==> src/rtl/spi_pkg.sv <==
// Shared SPI definitions used by both the slave and master ends of the link.
package spi_pkg;
    typedef enum logic [1:0] {IDLE, SETUP, XFER, HOLD} spi_state_t;

    localparam int SPI_WIDTH = 32;
    localparam bit CPOL      = 1'b0;
    localparam bit CPHA      = 1'b0;
endpackage

==> src/rtl/spi_sck_gen.sv <==
// Half-period divider: tc pulses on the last clk of every CLK_DIV-cycle half-period while enabled.
module spi_sck_gen #(
    parameter int CLK_DIV = 4
) (
    input  logic clk,
    input  logic reset,
    input  logic en,
    output logic tc
);
    localparam int DW = $clog2(CLK_DIV) + 1;

    logic [DW-1:0] div;

    assign tc = en && (div == DW'(CLK_DIV - 1));

    // Held at zero while disabled so every transfer starts on a full half-period.
    always_ff @(posedge clk or posedge reset) begin
        if (reset)
            div <= '0;
        else if (!en || tc)
            div <= '0;
        else
            div <= div + 1'b1;
    end
endmodule

==> src/rtl/spi_master.sv <==
// Mode-0, MSB-first SPI master: one WIDTH-bit full-duplex word per start/done handshake.
module spi_master
    import spi_pkg::*;
#(
    parameter int WIDTH   = SPI_WIDTH,
    parameter int CLK_DIV = 4
) (
    input  logic             clk,
    input  logic             reset,
    input  logic             start,
    input  logic [WIDTH-1:0] tx_data,
    output logic [WIDTH-1:0] rx_data,
    output logic             busy,
    output logic             done,
    output logic             sck,
    output logic             sdo,
    input  logic             sdi,
    output logic             cs_n
);
    localparam int BW = $clog2(WIDTH) + 1;

    spi_state_t       state;
    logic [WIDTH-1:0] shreg;
    logic [BW-1:0]    bitcnt;
    logic             tc;

    spi_sck_gen #(.CLK_DIV(CLK_DIV)) u_sck_gen (
        .clk   (clk),
        .reset (reset),
        .en    (state != IDLE),
        .tc    (tc)
    );

    // One register serves both directions: the MSB drives sdo, sdi enters at the LSB.
    always_ff @(posedge clk or posedge reset) begin
        if (reset) begin
            state   <= IDLE;
            shreg   <= '0;
            bitcnt  <= '0;
            rx_data <= '0;
            busy    <= 1'b0;
            done    <= 1'b0;
            sck     <= CPOL;
            sdo     <= 1'b0;
            cs_n    <= 1'b1;
        end else begin
            done <= 1'b0;
            case (state)
                IDLE: begin
                    if (start) begin
                        shreg  <= tx_data;
                        sdo    <= tx_data[WIDTH-1];
                        cs_n   <= 1'b0;
                        busy   <= 1'b1;
                        bitcnt <= '0;
                        state  <= SETUP;
                    end
                end
                SETUP: begin
                    if (tc) begin
                        sck   <= 1'b1;
                        shreg <= {shreg[WIDTH-2:0], sdi};
                        state <= XFER;
                    end
                end
                XFER: begin
                    if (tc) begin
                        if (sck) begin
                            sck    <= 1'b0;
                            bitcnt <= bitcnt + 1'b1;
                            // Last falling edge: leave sdo on the final bit through HOLD.
                            if (bitcnt == BW'(WIDTH - 1))
                                state <= HOLD;
                            else
                                sdo <= shreg[WIDTH-1];
                        end else begin
                            sck   <= 1'b1;
                            shreg <= {shreg[WIDTH-2:0], sdi};
                        end
                    end
                end
                HOLD: begin
                    if (tc) begin
                        cs_n    <= 1'b1;
                        rx_data <= shreg;
                        done    <= 1'b1;
                        busy    <= 1'b0;
                        sdo     <= 1'b0;
                        state   <= IDLE;
                    end
                end
                default: state <= IDLE;
            endcase
        end
    end
endmodule
==> config.mk <==
export PLATFORM = sky130hd
export DESIGN_NAME = spi_master
export DESIGN_NICKNAME = d
export VERILOG_FILES = /design/src/rtl/spi_pkg.sv /design/src/rtl/spi_sck_gen.sv /design/src/rtl/spi_master.sv
export SDC_FILE = /design/constraint.sdc
export NUM_CORES = 1
export LEC_CHECK = 0
export ABC_AREA = 1
export CAP_MARGIN = 40
export CELL_PAD_IN_SITES_DETAIL_PLACEMENT = 0
export CELL_PAD_IN_SITES_GLOBAL_PLACEMENT = 2
export CORE_ASPECT_RATIO = 1.5
export CORE_MARGIN = 3
export CORE_UTILIZATION = 34
export CTS_BUF_LIST = sky130_fd_sc_hd__clkbuf_16
export CTS_CLUSTER_SIZE = 25
export DETAILED_ROUTE_END_ITERATION = 8
export HOLD_SLACK_MARGIN = 0.02
export PLACE_DENSITY_LB_ADDON = 0.1
export SYNTH_ARGS = -nofsm -noshare
export SYNTH_HDL_FRONTEND = slang
export SYNTH_SLANG_ARGS = --single-unit
==> constraint.sdc <==
create_clock -name clk -period 8 [get_ports clk]
set_input_delay 1.6 -clock clk [delete_from_list [all_inputs] [get_ports clk]]
set_output_delay 1.6 -clock clk [all_outputs]
set_load 0.005 [all_outputs]
* Word level (Yosys, flattened, before mapping)
Index checks and enable logic that the tools add are counted.
** Word-level totals
- Flip-flop bits (word level) :: 80
- Output and inout bits :: 37
** Cells by class
- Add/subtract/negate cells :: 2
- Equal/unequal tests :: 13
- Muxes and demuxes :: 33
- Reductions and logical operators :: 17
** Operators by type and width (number)
- 32-bit 2-to-1 mux :: 4
- 32-bit one-hot mux with 3 select lines :: 1
- 6-bit 2-to-1 mux :: 3
- 1-bit 2-to-1 mux :: 12
- 2-bit 2-to-1 mux :: 6
- 6-bit one-hot mux with 2 select lines :: 1
- 6-bit AND reduction :: 2
- 2-bit inequality test, second input constant :: 5
- 2-bit one-hot mux with 4 select lines :: 1
- 2-bit nonzero test :: 4
- 6-bit by 1-bit adder with 6-bit output, second input constant :: 1
- 6-bit by 5-bit equality test with 1-bit output, second input constant :: 1
- 2-bit by 1-bit inequality test with 1-bit output, second input constant :: 3
- 1-bit one-hot mux with 2 select lines :: 3
- 3-bit AND reduction :: 2
- 3-bit nonzero test :: 2
- 5-bit AND reduction :: 1
- 2-bit equality test, second input constant :: 2
- 4-bit AND reduction :: 1
- 3-bit by 1-bit adder with 3-bit output, second input constant :: 1
- 3-bit by 2-bit equality test with 1-bit output, second input constant :: 1
- 3-bit 2-to-1 mux :: 1
- 1-bit one-hot mux with 3 select lines :: 1
- 2-bit by 1-bit equality test with 1-bit output, second input constant :: 1
- other kinds (5) :: 5

* Logic depth before layout (Yosys ltp)
Gate-level depths: netlist of the first run.
- Depth in word-level cells :: 5
- Mapped depth :: 10
- Depth with buffers taken out :: 9

* Hierarchy
A second synthesis of the first run with hierarchy kept.
** Second synthesis, totals
- Cell total of the unflattened synthesis :: 402
- Area total of the unflattened synthesis :: 3784.9 um2
** By module, submodules not included
- spi_master :: instances 1, cells each 387, area each 3644.7 um2, seq. area each 1928.1 um2
- spi_sck_gen :: instances 1, cells each 15, area each 140.1 um2, seq. area each 75.1 um2

* Least setup slack after synthesis of the first run
OpenSTA, ideal clock, no wires.
- Kind :: in2reg
- From :: input start
- To :: register shreg[0]
- Setup time :: 0.122 ns
- Arrival time :: 2.250 ns
- Data required time :: 7.878 ns
- Setup slack :: 5.628 ns
- Stages :: 6
- Path buffers :: 1
- Cell sequence :: inv_1 > nand2_1 > nand4_4 > buf_6 > nand2_1 > o21ai_2
** On the way
- Cells in the longest elaborated chain, start to end :: 2
** RTL lines
- start: declaration :: line spi_master.sv:10 : input logic start,
- 2-bit inequality test (no line)
- 5-bit AND reduction (no line)
- end signal: assignment :: line spi_master.sv:51 : shreg <= tx_data;
- end signal: assignment :: line spi_master.sv:62 : shreg <= {shreg[WIDTH-2:0], sdi};
- end signal: assignment :: line spi_master.sv:78 : shreg <= {shreg[WIDTH-2:0], sdi};
- end: declaration :: line spi_master.sv:23 : logic [WIDTH-1:0] shreg;
Every way passes these cells.
A chain may end at the register's enable or synchronous reset.

* Worst setup path after layout of the first run
- From :: input start
- To :: register shreg[8]
Same word-level chain as after synthesis.

==> results.md, run 1 <==
- The register area share after synthesis is 0.528.
- The library cell used most frequently in the layout, excluding fill and tap cells, is nand2_1.
- In this run the worst hold path is classified as flop to flop.
- The number of optimization iterations in the first detailed-route pass is 4.
- The headroom to the max-slew limit is 0.470.
- The effective utilization at floorplan is 0.353.
- The worst setup path category is primary input to flop.
- The largest fanout on the critical path is between 60 and 70.
- CTS saw 80 sinks.
- The number of antenna diodes in the final layout is 0.
- The number of top-level pins is between 70 and 80.
- The detailed-route wire length is roughly 8500 µm.
- The share of cells above drive strength 1 is 0.137.
- Global routing finished with a remaining overflow of 0.
- The minimum clock period is between 2000 and 3000 ps.
- The endpoint class of the critical path is a flop.
- Relative to the synthesized area, the layout overhead comes to 29.2%.
- For this design the static power due to leakage is between 2 and 2.5 nW.
- At the pin with the least slew margin, the transition time is ~800 ps.
- The number of hold-repair buffers added at the cts stage is 0.
- The CTS tree is yes.
- Counting the buffers created by CTS gives 9.
- Clock latency on the worst-skew pair, taken at its later pin, is ~330 ps.
- The detailed router finished its first iteration with 126 violations.
- The library cells used most frequently in the layout, excluding fill and tap cells, are nand2_1 (158), dfrtp_1 (79), clkdlybuf4s50_1 (72).
- The clock passes through at most 2 buffers.
- The final routed DRC violation total is 0.
- The post-cts gate resize count is 0.
- The arrival time of the worst setup path is roughly 3200 ps.
- The critical path launch point type is a primary input.
- In the finished design, the share of the clock period the worst path needs comes to 0.372.
- The final hold violation count came to 0.
- The chip width is around 92 µm.
- The multi-input combinational cells in the finished layout cover a total of about 0.0016 mm².
- The wire length of the first global-routing pass is 14100 µm.
- At the end of the flow the core is filled with cells to 0.456.
- In this run the register-to-register setup slack is roughly 5700 ps.
- For this design the ratio of total power to cell area is around 390 mW/mm².
- The data required time of the critical path is between 8000 and 9000 ps.
- Once layout is complete, the cells apart from fillers number 617.
- Across the whole layout, storage elements account for between 0.002 and 0.0025 mm².
- The number of cells in the design after placement is approximately 600.
- After routing the design area is a little under 0.005 mm².
- The placeable core region is about 0.011 mm².
- The number of buffers inserted by port buffering is 72.
- The cell count after synthesis came out at 397.
- The number of antenna violations at the first check in global routing is 0.
- Synthesis produced a netlist with a net count of 441.
- The via count of the first global-routing pass came to 2796.
- The number of cells traversed by the worst hold path is 1.
- Clock-pin slew was measured on the worst setup and hold paths at around 60 ps.
- Across the routed clock network, the largest skew measured is between 5 and 6 ps.
- Entering global routing, the biggest net connects between 60 and 70 pins.
- In the global route stage, overall resource usage came out at 0.144.
- The detailed router placed 2803 vias in this run.
- The total negative slack is 0 ps.
- The standard-cell row count is 46.
- The flow ran to the end, and the final reports show no timing, DRC or antenna violations.
- The final HPWL from detailed placement is ~5900 µm.
- Counting distinct cell types in the post-synthesis netlist gives 28.
- The buffer count from post-CTS setup fixing is 0.
- The origin of the critical flop-to-flop path is state[0]$_DFFE_PP0P_.
- The layout net count is 513.
- The layout has roughly 1100 filler cells.
- The depth of the worst register-to-register path is 7.
- In the final routed layout, each cell accounts on average for about 14 µm.
- In this run the clock root is driven by a clkbuf_16.
- Routability-driven placement finished with a final weighted congestion of 0.783.
- The die covers between 0.01 and 0.015 mm².
- The highest clock rate is between 0.3 and 0.4 GHz.
- The placed instances occupy a cell area of roughly 0.0047 mm².
- The total number of yosys warnings is 0.
- The mean number of vias per cell is around 4.5.
- In this run the vertical extent of the chip is approximately 140 µm.
- The end of the worst register-to-register path is shreg[8]$_DFFE_PP0P_.
- The max-slew violation count is 0.
- The largest voltage drop on the vdd net is about 0.00021 V.
- The area of the mapped netlist is approximately 0.0038 mm².
- The critical path ends at shreg[8]$_DFFE_PP0P_.
- The mean instance size in the synthesized netlist is approximately 9.6 µm².
- CTS built an H-tree with a depth of 3.
- Across the run, the number of max-cap violations was 0.
- Setup repair after global routing left no endpoint under its margin.
- The post-synthesis sequential element count is 80.
- Setup violations remaining at the end of the flow were counted as 0.
- The remaining antenna violation count after routing is 0.
- The launch point of the critical path is start.
worst max-delay path, stage by stage:
cell	delay (ps)
clkdlybuf4s50_1	400
inv_1	70
nand2_1	130
nand4_4	120
buf_4	620
nand2_1	140
o21ai_2	90
cell families (layout without fill, tap and decap cells):
group	after synthesis	count (layout)	share of synthesized area
buffers and inverters	42	118	0.0633
adders and majority gates	8	8	0.0264
AOI/OAI and AO/OA	51	51	0.104
DFF	80	80	0.528
xor gates and xnor gates	2	2	0.00461
muxes	28	28	0.0738
and+or+nand+nor	186	186	0.201
report_power, final:
part	internal [mW]	total, mW	leakage (nW)	switching (mW)
clock network	0.202	0.356	0.141	0.153
registers	0.562	0.661	1.04	0.0996
logic	0.423	0.918	1.22	0.495
total	1.19	1.93	2.41	0.748
cell usage after synthesis:
cell	n	area share
nor2_1	8	0.0079
nand4_4	1	0.0056
a21oi_2	1	0.0023
nor2_2	1	0.0016
o21ai_1	2	0.0026
o21ai_0	12	0.016
a21oi_1	1	0.0013
a21boi_0	1	0.0020
inv_2	5	0.0049
dfstp_2	1	0.0069
ha_1	8	0.026
buf_6	9	0.027
nor2_4	1	0.0030
buf_4	2	0.0040
inv_1	20	0.020
nand4_1	4	0.0066
nand3_1	9	0.012
buf_2	6	0.0079
nand2_2	1	0.0016
o22ai_1	1	0.0016
nand2_4	1	0.0030
mux2i_1	28	0.074
dfrtp_1	79	0.52
xor2_1	2	0.0046
o21ai_4	1	0.0043
o21ai_2	32	0.074
nand2_1	158	0.16
or2_2	2	0.0033
area by class of cell:
class,count,area share
multi-input cells,275,0.317
repair buffers,78,0.168
flip-flops and latches,80,0.408
inverters,25,0.0194
clock inverters,6,0.00484
clock buffers,9,0.0459
well taps,144,0.0367
metal layers:
metal / track usage / wire length, µm / up-vias
li1: - / - / 1413
met1: 0.175 / 3680 / 1328
met2: 0.239 / 4310 / 52
met3: 0.0411 / 378 / 10
met4: 0.0587 / 161 / 0
met5: 0 / 0 / -
through the flow:
step                      power, mW  hold slack (ps)  setup WS [ps]
after floorplan                1.37              410           4350
after global placement         1.56              422           4720
after detailed placement       1.61              440           4680
after CTS                      1.98              447           5020
after global routing           2.09              458           4870
final                          1.93              440           5030
worst min path at each step:
stage                     slack (ps)                         end                        from
after floorplan                  410  u_sck_gen.div[0]$_DFF_PP0_  u_sck_gen.div[0]$_DFF_PP0_
after global placement           420  u_sck_gen.div[0]$_DFF_PP0_  u_sck_gen.div[0]$_DFF_PP0_
after detailed placement         440  u_sck_gen.div[0]$_DFF_PP0_  u_sck_gen.div[0]$_DFF_PP0_
after CTS                        450  u_sck_gen.div[0]$_DFF_PP0_  u_sck_gen.div[0]$_DFF_PP0_
after global routing             460  u_sck_gen.div[0]$_DFF_PP0_  u_sck_gen.div[0]$_DFF_PP0_
final                            440  u_sck_gen.div[0]$_DFF_PP0_  u_sck_gen.div[0]$_DFF_PP0_
state kept, by name (all words and copies together), names as in the netlist:
register,count
rx_data,32
shreg,32
bitcnt,6
u_sck_gen.div,3
state,2
busy,1
cs_n,1
done,1
sck,1
sdo,1
(Power assumes the default switching activity.)
==> run 2, diff against run 1 <==
--- a/config.mk
+++ b/config.mk
@@ -11,7 +11,7 @@
 export CELL_PAD_IN_SITES_GLOBAL_PLACEMENT = 2
 export CORE_ASPECT_RATIO = 1.5
 export CORE_MARGIN = 3
-export CORE_UTILIZATION = 34
+export CORE_UTILIZATION = 29
 export CTS_BUF_LIST = sky130_fd_sc_hd__clkbuf_16
 export CTS_CLUSTER_SIZE = 25
 export DETAILED_ROUTE_END_ITERATION = 8
==> constraint.sdc (replaced) <==
create_clock -name clk -period 2.5 [get_ports clk]
set_input_delay 0.5 -clock clk [delete_from_list [all_inputs] [get_ports clk]]
set_output_delay 0.5 -clock clk [all_outputs]
set_load 0.005 [all_outputs]
==> run 2 against run 1 <==
Register-to-register slack worse by 5200 ps. Sequential share of layout area is 0.18 points lower. Cell area is 0.43% higher. Largest cell class unchanged. Worst setup slack worse by 4500 ps. First-iteration DRC count is 41% lower. Final cell count is 1.8% higher. Clock power grew to 3.6 times the previous value. Power grew to 3.3 times the previous value. Die area is 16% higher. Count of clock-buffer cells in the layout stayed put. Hold slack worse by 1.0 ps. Combinational power grew to 3.3 times the previous value.
==> results.md, run 2 (synthesized netlist as in run 1, its figures left out) <==
- The flow ran to the end, and the final reports show no timing, DRC or antenna violations.
- Once layout is complete, the cells apart from fillers number approximately 630.
- The library cells used most frequently in the layout, excluding fill and tap cells, are nand2_1 (158), dfrtp_1 (79), clkdlybuf4s50_1 (72).
- At the worst endpoint, the required time is approximately 2800 ps.
- The mean number of vias per cell is about 4.4.
- The routed design has just under 9000 µm of wire.
- Counting the buffers created by CTS gives 9.
- Wire segments on met3 add up to roughly 320 µm in the final route.
- The wire length of the first global-routing pass is 15000 µm.
- The length of routed wiring on met1 is 3980 µm.
- Leaving out fill and tap cells, the most frequent cell in the layout is nand2_1.
- The number of buffers between clock root and the deepest sink is 2.
- Total power for the finished layout comes to between 6 and 7 mW.
- Wire segments on met2 add up to about 4500 µm in the final route.
- The number of optimization iterations in the first detailed-route pass is 4.
- The tool flagged a number of max-cap violations equal to 0.
- After detailed routing, the number of remaining DRC violations is 0.
- The pin count of the biggest net entering global routing is between 80 and 90.
- The final hold slack is roughly 440 ps.
- The max-slew violation count is 0.
- Summed over all failing endpoints, the final setup total negative slack is 0 ps.
- The largest voltage drop on the vdd net is roughly 0.00065 V.
- Setup repair after global routing left no endpoint under its margin.
- CTS built an H-tree with a depth of 3.
- In this run the clock root is driven by a clkbuf_16.
- The clock reaches the later pin of the worst-skew pair after about 340 ps.
- The vias after detailed routing is 2775.
- Setup violations remaining at the end of the flow were counted as 0.
- The share of cells above drive strength 1 is 0.142.
- Hold repair after CTS inserted 0 buffers.
- Routability-driven placement finished with a final weighted congestion of 0.759.
- For the pin with the worst max-slew slack, the measured transition is ~550 ps.
- The repair_antennas step left the layout with diodes totalling 0.
- The arrival time of the worst setup path is 2250 ps.
- The number of antenna violations at the first check in global routing is 0.
- The final setup skew is about 6.4 ps.
- For this design the ratio of total power to cell area is about 1300 mW/mm².
- After the first detailed-routing iteration, the DRC count stood at 74.
- Input and output buffers added on the ports amount to between 70 and 80.
- Dividing the final minimum period by the clock period gives 0.796.
- Clock tree synthesis found a total of 80 sinks.
- The via count of the first global-routing pass came to 2852.
- After floorplanning, the core was sized to cover between 0.01 and 0.015 mm².
- The floorplan die height is between 100 and 150 µm.
- For this run, the total global-route usage over all layers was measured as 0.132.
- TritonCTS built the clock tree.
- The worst pin sits at a relative slew slack of 0.634.
- The layout net count is roughly 510.
- The area overhead of the layout relative to synthesis is 29.8%.
- Once placement completed, the tool counted placed cells totaling 612.
- STA classifies the critical path endpoint as a flop.
- For this design the top-level I/O count stands at 73.
- The uppermost metal layer occupied by signal nets is met4.
- After floorplanning, the core was divided into 50 placement rows.
- The minimum clock period is between 1500 and 2000 ps.
- The largest registers in the layout are rx_data: 32 flops, shreg: 32 flops, bitcnt: 6 flops.
- The final hold violation count was 0.
- The total overflow left after global routing is 0.
- The die covers ~0.015 mm².
- The buffer count from post-CTS setup fixing is 0.
- The highest clock rate is 0.502 GHz.
- In this run the worst path has a maximum fanout of between 60 and 70.
- The chip width is a little under 100 µm.
- STA classifies the critical path startpoint as a flop.
- The wire-length estimate of the detail-placed layout is between 5000 and 6000 µm.
- The post-cts gate resize count is 0.
- The post-detailed-route wirelength per cell is 14.2 µm.
- Summed over all cells, the static leakage comes to around 2.4 nW.
- The worst setup path is of the flop to flop kind.
- The clock-pin slew of the registers on the worst-case setup and hold paths is approximately 60 ps.
- The effective utilization at floorplan is 0.300.
- The count of nets left with antenna violations once routing finished came out at 0.
- The path class of the tightest hold or removal check is flop to flop.
run 2: cell count changes in the layout (fill, tap and decap cells not counted):
cell,previous run,this run
buf_4,2,1
buf_16,1,0
clkinvlp_4,0,3
inv_1,24,19
clkinv_1,0,2
bufinv_16,0,1
run 2: worst paths after layout:
kind	cells past startpoint	startpoint	to	slack, ps
max	7	state[0]$_DFFE_PP0P_	shreg[7]$_DFFE_PP0P_	510
min	1	u_sck_gen.div[0]$_DFF_PP0_	u_sck_gen.div[0]$_DFF_PP0_	440
max reg2reg	7	state[0]$_DFFE_PP0P_	shreg[7]$_DFFE_PP0P_	510
min reg2reg	1	u_sck_gen.div[0]$_DFF_PP0_	u_sck_gen.div[0]$_DFF_PP0_	440
max in group asynchronous	3	reset	cs_n$_DFFE_PP1P_	1490
min in group asynchronous	3	reset	rx_data[2]$_DFFE_PP0P_	630
run 2: where the power goes:
group	switching [mW]	leakage, nW	internal (mW)
Clock	0.524	0.136	0.763
Combinational	1.64	1.20	1.36
Sequential	0.327	1.04	1.80
run 2: per-layer routing:
| layer | vias up | GRT usage |
|---|---|---|
| met5 | - | 0 |
| met4 | 0 | 0.0492 |
| met3 | 12 | 0.0335 |
| li1 | 1411 | - |
| met2 | 50 | 0.219 |
| met1 | 1302 | 0.164 |
run 2: cell type report:
class / count / area [µm²]
inverter: 25 / 97.6
clock inverter: 7 / 62.6
fill: 1304 / 7710
sequential: 80 / 2000
tap: 156 / 195
clock buffer: 9 / 225
timing repair buffer: 76 / 788
multi-input combinational: 275 / 1560
run 2: worst max-delay path, cell delays in order, from the launching register on:
cell and delay [ps]:
dfrtp_1 420, inv_1 120, ha_1 470, nand2_1 200
nand4_4 150, buf_12 290, nand2_1 110, o21ai_2 70
run 2: per-stage QoR:
| stage | setup WS, ps | instance area (µm²) | util |
|---|---|---|---|
| floorplan | 942 | 3800 | - |
| global placement | 548 | 4640 | 0.367 |
| detailed placement | 548 | 4640 | 0.367 |
| CTS | 526 | 4930 | 0.390 |
| global route | 339 | 4930 | 0.390 |
| finish | 510 | 4930 | 0.390 |
==> run 3, diff against run 2 <==
==> constraint.sdc (replaced) <==
create_clock -name clk -period 1.6 [get_ports clk]
set_input_delay 0.32 -clock clk [delete_from_list [all_inputs] [get_ports clk]]
set_output_delay 0.32 -clock clk [all_outputs]
set_load 0.005 [all_outputs]
==> run 3 against run 2 <==
Clock power increased by 81%. Critical path depth is 1 higher. Combinational power grew 100%. Via count is 5.7% higher. Worst setup slack got worse by 500 ps. Sequential power up 57%. Highest routed layer unchanged.
==> results.md, run 3 (synthesized netlist as in run 1, its figures left out) <==
- The number of buffers between clock root and the deepest sink is 2.
- The final instance area is 0.00543 mm².
- The total negative slack is 0 ps.
- The max-slew violation count is 0.
- The total leakage power is around 2.6 nW.
- The launch point of the critical path is state[1]$_DFFE_PP0P_.
- The endpoint class of the critical path is a flop.
- The critical path's most frequent cell is buf_12.
- In this run the clock root is driven by a clkbuf_16.
- The detailed router placed between 2000 and 3000 vias in this run.
- For this run, the detailed router's first-pass iteration total came to 4.
- The number of H-tree levels is 3.
- Summed over all layers, the global routing overflow is 0.
- For this configuration, the core starts out at a cell density of 0.300.
- Hold timing on the final database bottoms out at a slack of ~260 ps.
- The final worst-path cycle share is 0.992.
- For the worst-skew pair, the clock arrives at the later sink with an insertion delay of roughly 330 ps.
- The data required time of the critical path is ~1800 ps.
- Dividing the detail-routed via count by the number of cells gives ~4.5.
- The largest fanout on the critical path is 13.
- The detail route stage leaves a number of antenna-violating nets equal to 0.
- Input and output buffers added on the ports amount to 72.
- Detailed placement ended at an HPWL of roughly 6500 µm.
- The floorplan die height is between 100 and 150 µm.
- After clock tree synthesis, the clock-pin slew on the worst setup and hold paths is ~60 ps.
- For this run, the total global-route usage over all layers was measured as 0.132.
- The pin count of the biggest net entering global routing is between 40 and 50.
- The clock drives 80 sinks.
- The number of fill cells in the layout is between 1000 and 1500.
- Leaving out fill and tap cells, the most frequent cells in the layout are nand2_1 (149), dfrtp_1 (78), clkdlybuf4s50_1 (70).
- The flow ran to the end, and the final reports show no timing, DRC or antenna violations.
- The largest registers in the layout are rx_data: 32 flops, shreg: 32 flops, bitcnt: 6 flops.
- Setup repair after global routing could not meet its margin everywhere.
- After clock tree synthesis, the flow added hold-fix buffers numbering 0.
- The placeable core region is between 0.01 and 0.015 mm².
- The via count of the first global-routing pass is roughly 3000.
- The worst-case setup margin in the final layout is about 13 ps.
- In the routed design, unresolved DRC markers number 0.
- The most common library cell in the layout ignoring fill and taps is nand2_1.
- TritonCTS created 9 clock buffers.
- On the worst path, the slowest cell contributes a delay of 430 ps.
- The slew at the pin closest to its max-slew limit is about 250 ps.
- The final setup violation count is 0.
- The number of antenna violations at the first check in global routing came to 0.
- The share of cells above drive strength 1 is 0.228.
- Before CTS, the worst setup slack after placement is -95.8 ps.
- The detailed router finished its first iteration with 56 violations.
- The number of top-level pins is 73.
- The area overhead of the layout relative to synthesis is 43.1%.
- Measured along the x axis, the die boundary spans slightly below 100 µm.
- In this run the cell area measured after placement is ~0.0049 mm².
- Clock skew on the completed layout was measured at ~8.9 ps.
- The largest individual stage delay along the critical path comes from the cell dfrtp_2.
- The highest clock rate is ~0.63 GHz.
- In this run the critical register-to-register path is launched from state[1]$_DFFE_PP0P_.
- The first global-routing pass estimated approximately 15000 µm of wire.
- The number of antenna diodes is 0.
- At the end of routability-driven placement, the weighted congestion stood at between 0.7 and 0.8.
- The net count of the finished layout is 539.
- IR analysis of the VDD net gives a maximum drop of 0.000784 V.
- In this run, placement finished with an instance count of about 630.
- The arrival time of the worst setup path is 1810 ps.
- The final hold violation count is 0.
- The critical path goes through buf_4 > ha_4 > o21ai_4 > nand4_4 > buf_12 > buf_12 > nand2_1 > o21ai_2.
- The floorplan has 50 rows.
- The post-detailed-route wirelength per cell is about 15 µm.
- The number of violations of the max-capacitance limit is 0.
- The die covers 0.0145 mm².
- Power spread over the standard cell area amounts to 2160 mW/mm².
- The critical path is of the flop to flop type.
- The tightest min-delay check is of the primary input to asynchronous set/reset pin type.
- The detailed-route wire length is 9500 µm.
- Excluding fillers, the count of instances in the completed layout stands at 655.
- After layout, the minimum clock period comes to 1590 ps.
- TritonCTS built the clock tree.
- The worst pin sits at a relative slew slack of 0.830.
- STA classifies the critical path startpoint as a flop.
run 3: cell count changes in the layout (fill, tap and decap cells not counted), sizes merged:
cell and delta:
clkbuf +3, dlygate4sd2 +1, clkinvlp -1, clkinv -3, clkdlybuf4s50 -2, inv +1, bufinv +2, buf +25
dlymetal6s2s +1
run 3: area by class of cell:
| cell class | instances | area (µm²) | area share |
|---|---|---|---|
| Sequential cell | 80 | 2000 | 0.369 |
| Multi-Input combinational cell | 275 | 1640 | 0.303 |
| Timing Repair Buffer | 104 | 1150 | 0.212 |
| Clock buffer | 9 | 225 | 0.0415 |
| Tap cell | 156 | 195 | 0.0359 |
| Clock inverter | 6 | 110 | 0.0203 |
| Inverter | 25 | 103 | 0.0189 |
run 3: path summary, 6_finish.rpt:
kind	slack, ps	cells past startpoint	endpoint
max	10	8	shreg[12]$_DFFE_PP0P_
min	260	2	rx_data[1]$_DFFE_PP0P_
max reg2reg	10	8	shreg[12]$_DFFE_PP0P_
min reg2reg	450	1	u_sck_gen.div[0]$_DFF_PP0_
max in group asynchronous	830	3	cs_n$_DFFE_PP1P_
min in group clk	450	1	u_sck_gen.div[0]$_DFF_PP0_
run 3: stage by stage:
stage                      util  total power [mW]
after floorplan               -              6.84
after global placement    0.384              8.58
after detailed placement  0.384              8.64
after CTS                 0.413              11.1
after global routing      0.430              12.6
final                     0.430              11.7
run 3: critical path, delay by kind of cell, from the launching register on:
family,cells,cell delay (ps)
and+or+nand+nor,2,170
buffers and inverters,3,470
AOI/OAI and AO/OA,2,210
adders and majority gates,1,200
DFF,1,430
run 3: power by group:
group          internal (mW)  leakage [nW]  total (mW)  switching (mW)
registers               2.81          1.04        3.33           0.522
logic                   3.15          1.41        6.07            2.92
clock network           1.51         0.163        2.34           0.827
total                   7.48          2.62        11.7            4.27
run 3: what timing repair did:
action / 4_1_cts / 5_1_grt
pin swaps: 0 / 4
setup endpoints to repair: 45 / 76
resized for setup: 6 / 26
gates cloned: 0 / 3
setup buffers: 0 / 6
run 3: metal layers:
layer | GRT usage | share of wire | vias to the layer above
li1 | - | - | 1465
met3 | 0.0282 | 0.031 | 11
met2 | 0.231 | 0.53 | 48
met4 | 0.0513 | 0.018 | 0
met1 | 0.155 | 0.42 | 1409
met5 | 0 | 0 | -
